**src/rtl/melody_sequencer_pkg.sv**
```systemverilog
// melody_sequencer_pkg
// Shared constants and types for the autoplay melody sequencer.
//   - note index constants (rest, end-of-song marker, playable range)
//   - bit positions of the {note, dur} fields in a song ROM word
//   - FSM state encoding, also exported on the debug state port
package melody_sequencer_pkg;

    localparam logic [4:0] NOTE_REST = 5'd0;
    localparam logic [4:0] NOTE_END  = 5'd31;
    localparam logic [4:0] NOTE_MIN  = 5'd1;
    localparam logic [4:0] NOTE_MAX  = 5'd25;

    localparam int NOTE_MSB = 7;
    localparam int NOTE_LSB = 3;
    localparam int DUR_MSB  = 2;
    localparam int DUR_LSB  = 0;

    typedef enum logic [2:0] {
        S_IDLE  = 3'd0,
        S_FETCH = 3'd1,
        S_LOAD  = 3'd2,
        S_PLAY  = 3'd3,
        S_PAUSE = 3'd4
    } state_t;

    // True for notes the tone generator can sound; 0 and 26..30 are rests.
    function automatic logic is_pitched(input logic [4:0] note);
        return (note != NOTE_REST) && (note >= NOTE_MIN) && (note <= NOTE_MAX);
    endfunction

endpackage

```
**src/rtl/melody_sequencer_timer.sv**
```systemverilog
// seq_timer
// Loadable down-counter with enable. Load has priority over enable; the
// count stops at zero.
// Ports:
//   clk, rst    clock, synchronous active-high reset (value -> 0)
//   load        load value with load_val this cycle
//   load_val    value to load
//   en          decrement by one this cycle (when not loading)
//   value       current count (registered)
//   value_next  count the register will hold after this edge
//   expire      value == 1, i.e. this is the last counted cycle
module seq_timer #(
    parameter int W = 10
) (
    input  logic         clk,
    input  logic         rst,
    input  logic         load,
    input  logic [W-1:0] load_val,
    input  logic         en,
    output logic [W-1:0] value,
    output logic [W-1:0] value_next,
    output logic         expire
);

    always_comb begin
        value_next = value;
        if (load) begin
            value_next = load_val;
        end else if (en && (value != '0)) begin
            value_next = value - W'(1);
        end
    end

    always_ff @(posedge clk) begin
        if (rst) begin
            value <= '0;
        end else begin
            value <= value_next;
        end
    end

    assign expire = (value == W'(1));

endmodule

```
**src/rtl/melody_sequencer.sv**
```systemverilog
// melody_sequencer
// Autoplay controller: walks an external synchronous song ROM of
// {note[7:3], dur[2:0]} words and presents one note at a time to the tone
// generator. Each slot lasts (dur+1)*UNIT_CYC cycles, the last GAP_CYC of
// which are silent for articulation. A held manual key pauses playback.
// Ports:
//   clk_1MHz, rst     clock, synchronous active-high reset
//   i_start           begin playback at address 0 (only from IDLE)
//   i_stop            abort playback, return to IDLE without o_done
//   i_loop            on end of song: 1 = replay from address 0
//   i_manual_active   1 = manual key held, sequencer pauses
//   o_rom_addr        song ROM address; i_rom_data is valid a cycle later
//   i_rom_data        ROM word
//   o_note            current note index (0 = rest)
//   o_note_valid      tone generator should sound o_note
//   o_busy            1 in every state except IDLE
//   o_done            one-cycle pulse when a non-looping song ends
//   dbg_state         current FSM state
module melody_sequencer
    import melody_sequencer_pkg::*;
#(
    parameter int ADDR_W   = 6,
    parameter int UNIT_CYC = 125000,
    parameter int GAP_CYC  = 10000
) (
    input  logic              clk_1MHz,
    input  logic              rst,
    input  logic              i_start,
    input  logic              i_stop,
    input  logic              i_loop,
    input  logic              i_manual_active,
    output logic [ADDR_W-1:0] o_rom_addr,
    input  logic [7:0]        i_rom_data,
    output logic [4:0]        o_note,
    output logic              o_note_valid,
    output logic              o_busy,
    output logic              o_done,
    output state_t            dbg_state
);

    localparam int TIMER_W = $clog2(8 * UNIT_CYC + 1);

    // Valid/ready is not used here: the ROM is a fixed-latency slave and
    // i_rom_data is sampled exactly one cycle after o_rom_addr is set.

    state_t             state;
    logic               wrapped;   // address ran past the last ROM word
    logic [4:0]         rom_note;
    logic [2:0]         rom_dur;
    logic               load_end;
    logic [TIMER_W-1:0] slot_cyc;
    logic               timer_load;
    logic [TIMER_W-1:0] timer_load_val;
    logic               timer_en;
    logic [TIMER_W-1:0] timer_value;
    logic [TIMER_W-1:0] timer_next;
    logic               timer_expire;
    logic               note_audible_next;

    assign rom_note = i_rom_data[NOTE_MSB:NOTE_LSB];
    assign rom_dur  = i_rom_data[DUR_MSB:DUR_LSB];
    assign load_end = wrapped || (rom_note == NOTE_END);
    assign slot_cyc = (TIMER_W'(rom_dur) + TIMER_W'(1)) * TIMER_W'(UNIT_CYC);

    // Stop clears the timer so IDLE always starts from zeroed counters.
    always_comb begin
        timer_load     = 1'b0;
        timer_load_val = '0;
        timer_en       = 1'b0;
        if (i_stop && (state != S_IDLE)) begin
            timer_load = 1'b1;
        end else if ((state == S_LOAD) && !load_end) begin
            timer_load     = 1'b1;
            timer_load_val = slot_cyc;
        end else if (state == S_PLAY) begin
            timer_en = 1'b1;
        end
    end

    seq_timer #(.W(TIMER_W)) u_timer (
        .clk        (clk_1MHz),
        .rst        (rst),
        .load       (timer_load),
        .load_val   (timer_load_val),
        .en         (timer_en),
        .value      (timer_value),
        .value_next (timer_next),
        .expire     (timer_expire)
    );

    // o_note_valid is registered, so it is judged on the timer value the
    // next PLAY cycle will show.
    assign note_audible_next = is_pitched(o_note) && (timer_next > TIMER_W'(GAP_CYC));

    always_ff @(posedge clk_1MHz) begin
        if (rst || (i_stop && (state != S_IDLE))) begin
            state        <= S_IDLE;
            o_rom_addr   <= '0;
            wrapped      <= 1'b0;
            o_note       <= NOTE_REST;
            o_note_valid <= 1'b0;
            o_busy       <= 1'b0;
            o_done       <= 1'b0;
        end else begin
            o_done <= 1'b0;
            case (state)
                S_IDLE: begin
                    if (i_start && !i_stop) begin
                        state      <= S_FETCH;
                        o_rom_addr <= '0;
                        wrapped    <= 1'b0;
                        o_busy     <= 1'b1;
                    end
                end
                S_FETCH: begin
                    state <= S_LOAD;
                end
                S_LOAD: begin
                    if (load_end) begin
                        o_rom_addr <= '0;
                        wrapped    <= 1'b0;
                        if (i_loop) begin
                            state <= S_FETCH;
                        end else begin
                            state  <= S_IDLE;
                            o_note <= NOTE_REST;
                            o_busy <= 1'b0;
                            o_done <= 1'b1;
                        end
                    end else begin
                        state        <= S_PLAY;
                        o_note       <= rom_note;
                        o_note_valid <= is_pitched(rom_note) && (slot_cyc > TIMER_W'(GAP_CYC));
                    end
                end
                S_PLAY: begin
                    if (timer_expire) begin
                        state        <= S_FETCH;
                        o_rom_addr   <= o_rom_addr + ADDR_W'(1);
                        o_note_valid <= 1'b0;
                        if (o_rom_addr == {ADDR_W{1'b1}}) begin
                            wrapped <= 1'b1;
                        end
                    end else if (i_manual_active) begin
                        // This PLAY cycle still counts; the timer freezes from here.
                        state        <= S_PAUSE;
                        o_note_valid <= 1'b0;
                    end else begin
                        o_note_valid <= note_audible_next;
                    end
                end
                S_PAUSE: begin
                    if (!i_manual_active) begin
                        state        <= S_PLAY;
                        o_note_valid <= note_audible_next;
                    end
                end
                default: begin
                    state <= S_IDLE;
                end
            endcase
        end
    end

    assign dbg_state = state;

endmodule

```
**config.mk**
```make
export PLATFORM = sky130hd
export DESIGN_NAME = melody_sequencer
export DESIGN_NICKNAME = d
export VERILOG_FILES = /design/src/rtl/melody_sequencer_pkg.sv /design/src/rtl/melody_sequencer_timer.sv /design/src/rtl/melody_sequencer.sv
export SDC_FILE = /design/constraint.sdc
export NUM_CORES = 1
export LEC_CHECK = 0
export BUFFER_PORTS_ARGS = -buffer_cell sky130_fd_sc_hd__buf_2
export CAP_MARGIN = 25
export CORE_MARGIN = 2
export CORE_UTILIZATION = 58
export DETAILED_ROUTE_END_ITERATION = 10
export GPL_TIMING_DRIVEN = 0
export HOLD_SLACK_MARGIN = 0.02
export PLACE_DENSITY_LB_ADDON = 0.1
export SYNTH_ARGS = -nofsm -noshare
export SYNTH_HDL_FRONTEND = slang
export SYNTH_SLANG_ARGS = --single-unit
```
**constraint.sdc**
```tcl
create_clock -name clk_1MHz -period 6.05 [get_ports clk_1MHz]
set_clock_uncertainty 0.05 [all_clocks]
set_input_delay 1.5125 -clock clk_1MHz [delete_from_list [all_inputs] [get_ports clk_1MHz]]
set_output_delay 1.5125 -clock clk_1MHz [all_outputs]
set_load 0.005 [all_outputs]
```
-- After elaboration in Yosys (flattened, before gate mapping)
Index checks and enable logic that the tools add are counted.
- ROM bits: 0
- memory bits (writable): 0
- memories: 0
- latch bits: 0
- word-level logic and storage cells: 102
- register bits: 38
- multipliers: 1
- reduce and logical (&&, ||, !) cells: 29
- div/mod/pow operators: 0
- $add $sub $neg: 3
- order comparisons: 6
- multiplexer cells: 37
- shift-type cells: 0
- equal/unequal tests: 16
- bitwise logic cells: 2
- operator list (cell ; number):
    20-bit two-way mux ; 4
    20-bit by 14-bit > comparator with 1-bit output (second input constant) ; 2
    20-bit by 1-bit == test with 1-bit output (second input constant) ; 1
    20-bit nonzero test ; 1
    20-bit by 1-bit subtractor with 20-bit output (second input constant) ; 1
    1-bit two-way mux ; 18
    6-bit two-way mux ; 3
    6-bit case mux with 3 select lines ; 1
    4-bit by 14-bit multiplier with 17-bit output (second input constant) ; 1
    3-bit two-way mux ; 5
    3-bit case mux with 5 select lines ; 1
    2-bit inequality test (second input constant) ; 7
    5-bit by 1-bit >= comparator with 1-bit output (second input constant) ; 2
    5-bit <= comparator (second input constant) ; 2
    1-bit logical AND ; 10
    5-bit two-way mux ; 2
    5-bit nonzero test ; 2
    3-bit nonzero test ; 3
    4-bit AND reduction ; 2
    6-bit by 1-bit adder with 6-bit output (second input constant) ; 1
    3-bit by 2-bit == test with 1-bit output (second input constant) ; 2
    6-bit == test (second input constant) ; 1
    1-bit case mux with 3 select lines ; 2
    3-bit AND reduction ; 2
    15 further kinds ; 18

-- Longest topological paths before layout
- depth after elaboration: 14
- gate-level depth with buffers: 15

-- Hierarchy
A second synthesis with hierarchy kept.
- cells, all modules: 387
- area total of the unflattened synthesis: 3024.2 µm²
- modules (own cells, without submodules) (module ; area each (µm²) ; times used ; seq. area each (µm²) ; cells each):
    melody_sequencer ; 1607.8 ; 1 ; 360.3 ; 202
    seq_timer ; 1416.4 ; 1 ; 400.4 ; 185

-- Worst setup path after synthesis
OpenSTA, ideal clock, no wires.
- path kind: input to register
- start: input i_rom_data[0]
- end: register o_note_valid
- arrival: 4527 ps
- data required time: 5875 ps
- stages: 14
- buffers on the path: 0
- slack: 1348 ps
- library setup time: 125 ps
- cells stage by stage: inv_1 -> nor2_1 -> inv_1 -> fa_1 -> fa_1 -> inv_1 -> ha_1 -> a21oi_1 -> inv_1 -> a21oi_1 -> o21ai_0 -> xnor2_1 -> o22ai_1 -> o41a_1
- word-level cells in the longest chain between the ends: 10
- elaborated cells between the ends (all ways): 14
- those cells by class: 1 x add/sub; 1 x mul; 2 x order compare; 8 x mux; 2 x reduce/logical
- RTL lines (item ; RTL line ; text):
    from (decl) ; melody_sequencer.sv:33 ; input logic [7:0] i_rom_data,
    3-bit by 1-bit adder with 4-bit output * ; melody_sequencer.sv:63 ; assign slot_cyc = (TIMER_W'(rom_dur) + TIMER_W'(1)) * TIMER_W'(UNIT_CYC);
    4-bit by 14-bit multiplier with 17-bit output * ; melody_sequencer.sv:63 ;
    20-bit two-way mux ; melody_sequencer.sv:72 ; end else if ((state == S_LOAD) && !load_end) begin
    20-bit two-way mux ; melody_sequencer.sv:70 ; if (i_stop && (state != S_IDLE)) begin
    20-bit two-way mux ; melody_sequencer_timer.sv:27 ; if (load) begin
    20-bit by 14-bit > comparator with 1-bit output ; melody_sequencer.sv:93 ; assign note_audible_next = is_pitched(o_note) && (timer_next > TIMER_W'(GAP_CYC));
    1-bit logical AND ; melody_sequencer.sv:93 ;
    1-bit two-way mux ; melody_sequencer.sv:144 ; end else if (i_manual_active) begin
    1-bit two-way mux ; melody_sequencer.sv:137 ; if (timer_expire) begin
    1-bit case mux with 3 select lines * ; melody_sequencer.sv:106 ; case (state)
    to (signal assigned) ; melody_sequencer.sv:133 ; o_note_valid <= is_pitched(rom_note) && (slot_cyc > TIMER_W'(GAP_CYC));
    to (signal assigned) ; melody_sequencer.sv:149 ; o_note_valid <= note_audible_next;
    to (signal assigned) ; melody_sequencer.sv:155 ; o_note_valid <= note_audible_next;
    to (decl) ; melody_sequencer.sv:35 ; output logic o_note_valid,
Mark *: on every way between the ends. The rest lies on a longest branch, timed or not. The select of a mux whose other input is x is not followed.
A chain may end at the register's enable or synchronous reset.

-- Final worst setup path
Same ends and word-level chain as after synthesis.

==> results.sh <==
export IMPL_outcome="complete, no violations"
export IMPL_drt_antenna_violating_nets=0
export IMPL_cp_arrival_ns=5.10
export IMPL_design_area_um2=2960
export IMPL_drive_gt1_share_pct=14.2
export IMPL_worstPathMaxFanout=6
export IMPL_slew_headroom_pct=52.7
export IMPL_setup_tns_ns=0
export IMPL_power_mw=0.848
export IMPL_grt_setup_unrepaired="false"
export IMPL_synth_edf_count=0
export IMPL_antenna_cells=0
export IMPL_nNetsFinal=395
export IMPL_cts_resized=0
export IMPL_yosys_warnings=0
export IMPL_ys_seq_area_share_pct=29.1
export IMPL_tightest_slew_ns=0.704
export IMPL_end_kind="flip-flop"
export IMPL_period_share_pct=82.0
export IMPL_grt_pass1_vias=2198
export IMPL_async_reset_ff_share_pct=0
export IMPL_antenna_found_initial=0
export IMPL_leakagePower_nw=1.29
export IMPL_die_w_um=71.2
export IMPL_die_h_um=71.2
export IMPL_numCtsBuffers=5
export IMPL_path_clk_slew_ns=0.08
export IMPL_powerDensity_nw_per_um2=286
export IMPL_drc=0
export IMPL_drt_total_wl_um=5960
export IMPL_clock_latency_ns=0.30
export IMPL_syn_inst=322
export IMPL_period_minus_slack_ns=4.96
export IMPL_dp_hpwl_um=4620
export IMPL_firstDrtPassIters=4
export IMPL_syn_avg_cell_area_um2=8.13
export IMPL_dieArea_um2=5060
export IMPL_start_kind="primary input"
export IMPL_ios=31
export IMPL_synth_cell_type_count=52
export IMPL_placementRows=24
export IMPL_report_final_slew_viol_count=0
export IMPL_clockBufferDepth=2
export IMPL_synth_fp_nets=359
export IMPL_start_util_pct=60.1
export IMPL_core_um2=4350
export IMPL_fmax_mhz=201
export IMPL_ir_worst_vdd_v=0.000171
export IMPL_tritoncts="built"
export IMPL_gp_congestion=0.959
export IMPL_numPortBuffers=29
export IMPL_synth_area_um2=2620
export IMPL_gr_total_overflow=0
export IMPL_placedInstanceArea_um2=2830
export IMPL_hold_violations=0
export IMPL_grt_max_degree=14
export IMPL_grt_pass1_wl_um=10200
export IMPL_max_cap_viol_count=0
export IMPL_cp_required_ns=6.18
export IMPL_track_usage_pct=25.2
export IMPL_hold_class="flip-flop to flip-flop"
export IMPL_wl_per_cell_um=14.5
export IMPL_vias_per_cell=5.84
export IMPL_clock_tree_htree_level_count=2
export IMPL_path_class="primary input to flip-flop"
export IMPL_first_iter_violations=122
export IMPL_num_vias=2401
export IMPL_setup_viol=0
export IMPL_synth_ff_type="dfxtp_1"
export IMPL_post_cts_repair_setup_buffers=0
export IMPL_synth_seq_cells=38
export IMPL_area_growth_pct=13.3
export IMPL_root_buffer="clkbuf_8"
export IMPL_hold_buffers=0
export IMPL_final_util_pct=68.1
export IMPL_cts_sinks=38
==> through the flow <==
stage / hold slack (ns) / instances / setup slack (ns)
after floorplan: 0.434 / 322 / 1.35
after global placement: 0.439 / 403 / 0.771
after detailed placement: 0.447 / 403 / 0.770
after CTS: 0.462 / 411 / 1.07
after global routing: 0.488 / 411 / 0.818
final: 0.464 / 411 / 1.09
==> layout make-up <==
cell class	instances	area [um2]
multi-input combinational	260	1760
clock buffer	5	68.8
sequential	38	761
timing repair buffer	29	145
tap	52	65.1
inverter	14	52.6
fill	392	1390
clock inverter	3	68.8
buffer	10	45.0
==> layer usage <==
metal  track usage [%]  vias to the layer above  wire length (um)
li1                  -                     1223                 -
met1              35.7                     1109              2850
met2              38.7                       63              2710
met3              6.13                        6               331
met4              6.29                        0                60
met5                 0                        -                 0
==> cells in the mapped netlist, drive strengths merged, types with 2 or more instances <==
library cell	count	area (um2)
xor2	14	123
o22ai	2	12.5
nor4	7	43.8
clkbuf	8	30.0
nor3	11	65.1
a211oi	5	37.5
xnor2	12	105
fa	5	100
a21oi	10	50.1
o21ba	2	20.0
or3	7	43.8
nand4	5	31.3
nor2	53	199
nor2b	4	25.0
ha	18	225
nand3	14	70.1
nand2	23	86.3
mux2i	2	20.0
a22oi	10	80.1
nor4b	2	17.5
o211ai	3	22.5
a21o	2	15.0
nand2b	6	37.5
buf	2	15.0
o311a	2	20.0
or2	3	21.3
dfxtp	38	761
a21boi	2	15.0
o21ai	14	92.6
a31oi	4	25.0
inv	14	52.6
and2	2	12.5
nor3b	2	15.0
==> state kept, by name, indices dropped and copies added (netlist names) <==
signal	flops
u_timer.value	20
o_rom_addr	6
o_note	5
dbg_state	3
o_busy	1
o_done	1
o_note_valid	1
wrapped	1
==> cell families after synthesis <==
| kind of cell | synth area share, % |
|---|---|
| compound gates | 18.5 |
| mux | 0.765 |
| other cells | 0.143 |
| buf+inv | 3.73 |
| fa+ha+maj | 12.4 |
| flops | 29.1 |
| xor+xnor | 8.70 |
| simple gates | 26.6 |
==> critical path, cell delays in order <==
cell and delay (ns):
buf_2 0.15, inv_1 0.16, nor2_1 0.37, inv_1 0.16, fa_1 0.54, fa_1 0.52
inv_1 0.04, ha_1 0.33, a21oi_1 0.22, inv_1 0.06, a21oi_1 0.13, o21ai_0 0.10
xnor2_1 0.23, o22ai_1 0.14, o41a_1 0.43
==> report_power, final <==
part           internal (mW)  switching [mW]  total [mW]
Clock                  0.165          0.0968       0.262
Combinational          0.119           0.178       0.297
Sequential             0.269          0.0192       0.288
Total                  0.553           0.294       0.848
==> layout by cell type (no fill, tap or decap), drive strengths merged, types with 11 or more instances in the layout <==
cell type   n
o21ai      14
xnor2      12
nor2       53
ha         18
dfxtp      38
clkbuf     13
buf        31
nor3       11
nand3      14
nand2      23
inv        14
xor2       14
==> path summary, 6_finish.rpt <==
check	startpoint	endpoint	slack, ns	cells after the start
max	i_rom_data[0]	o_note_valid	1.09	15
min	o_rom_addr[1]	o_rom_addr[1]	0.46	2
max reg2reg	u_timer.value[5]	o_note_valid	2.96	10
min reg2reg	o_rom_addr[1]	o_rom_addr[1]	0.46	2
Note: power is estimated with default switching activity, not from simulation.
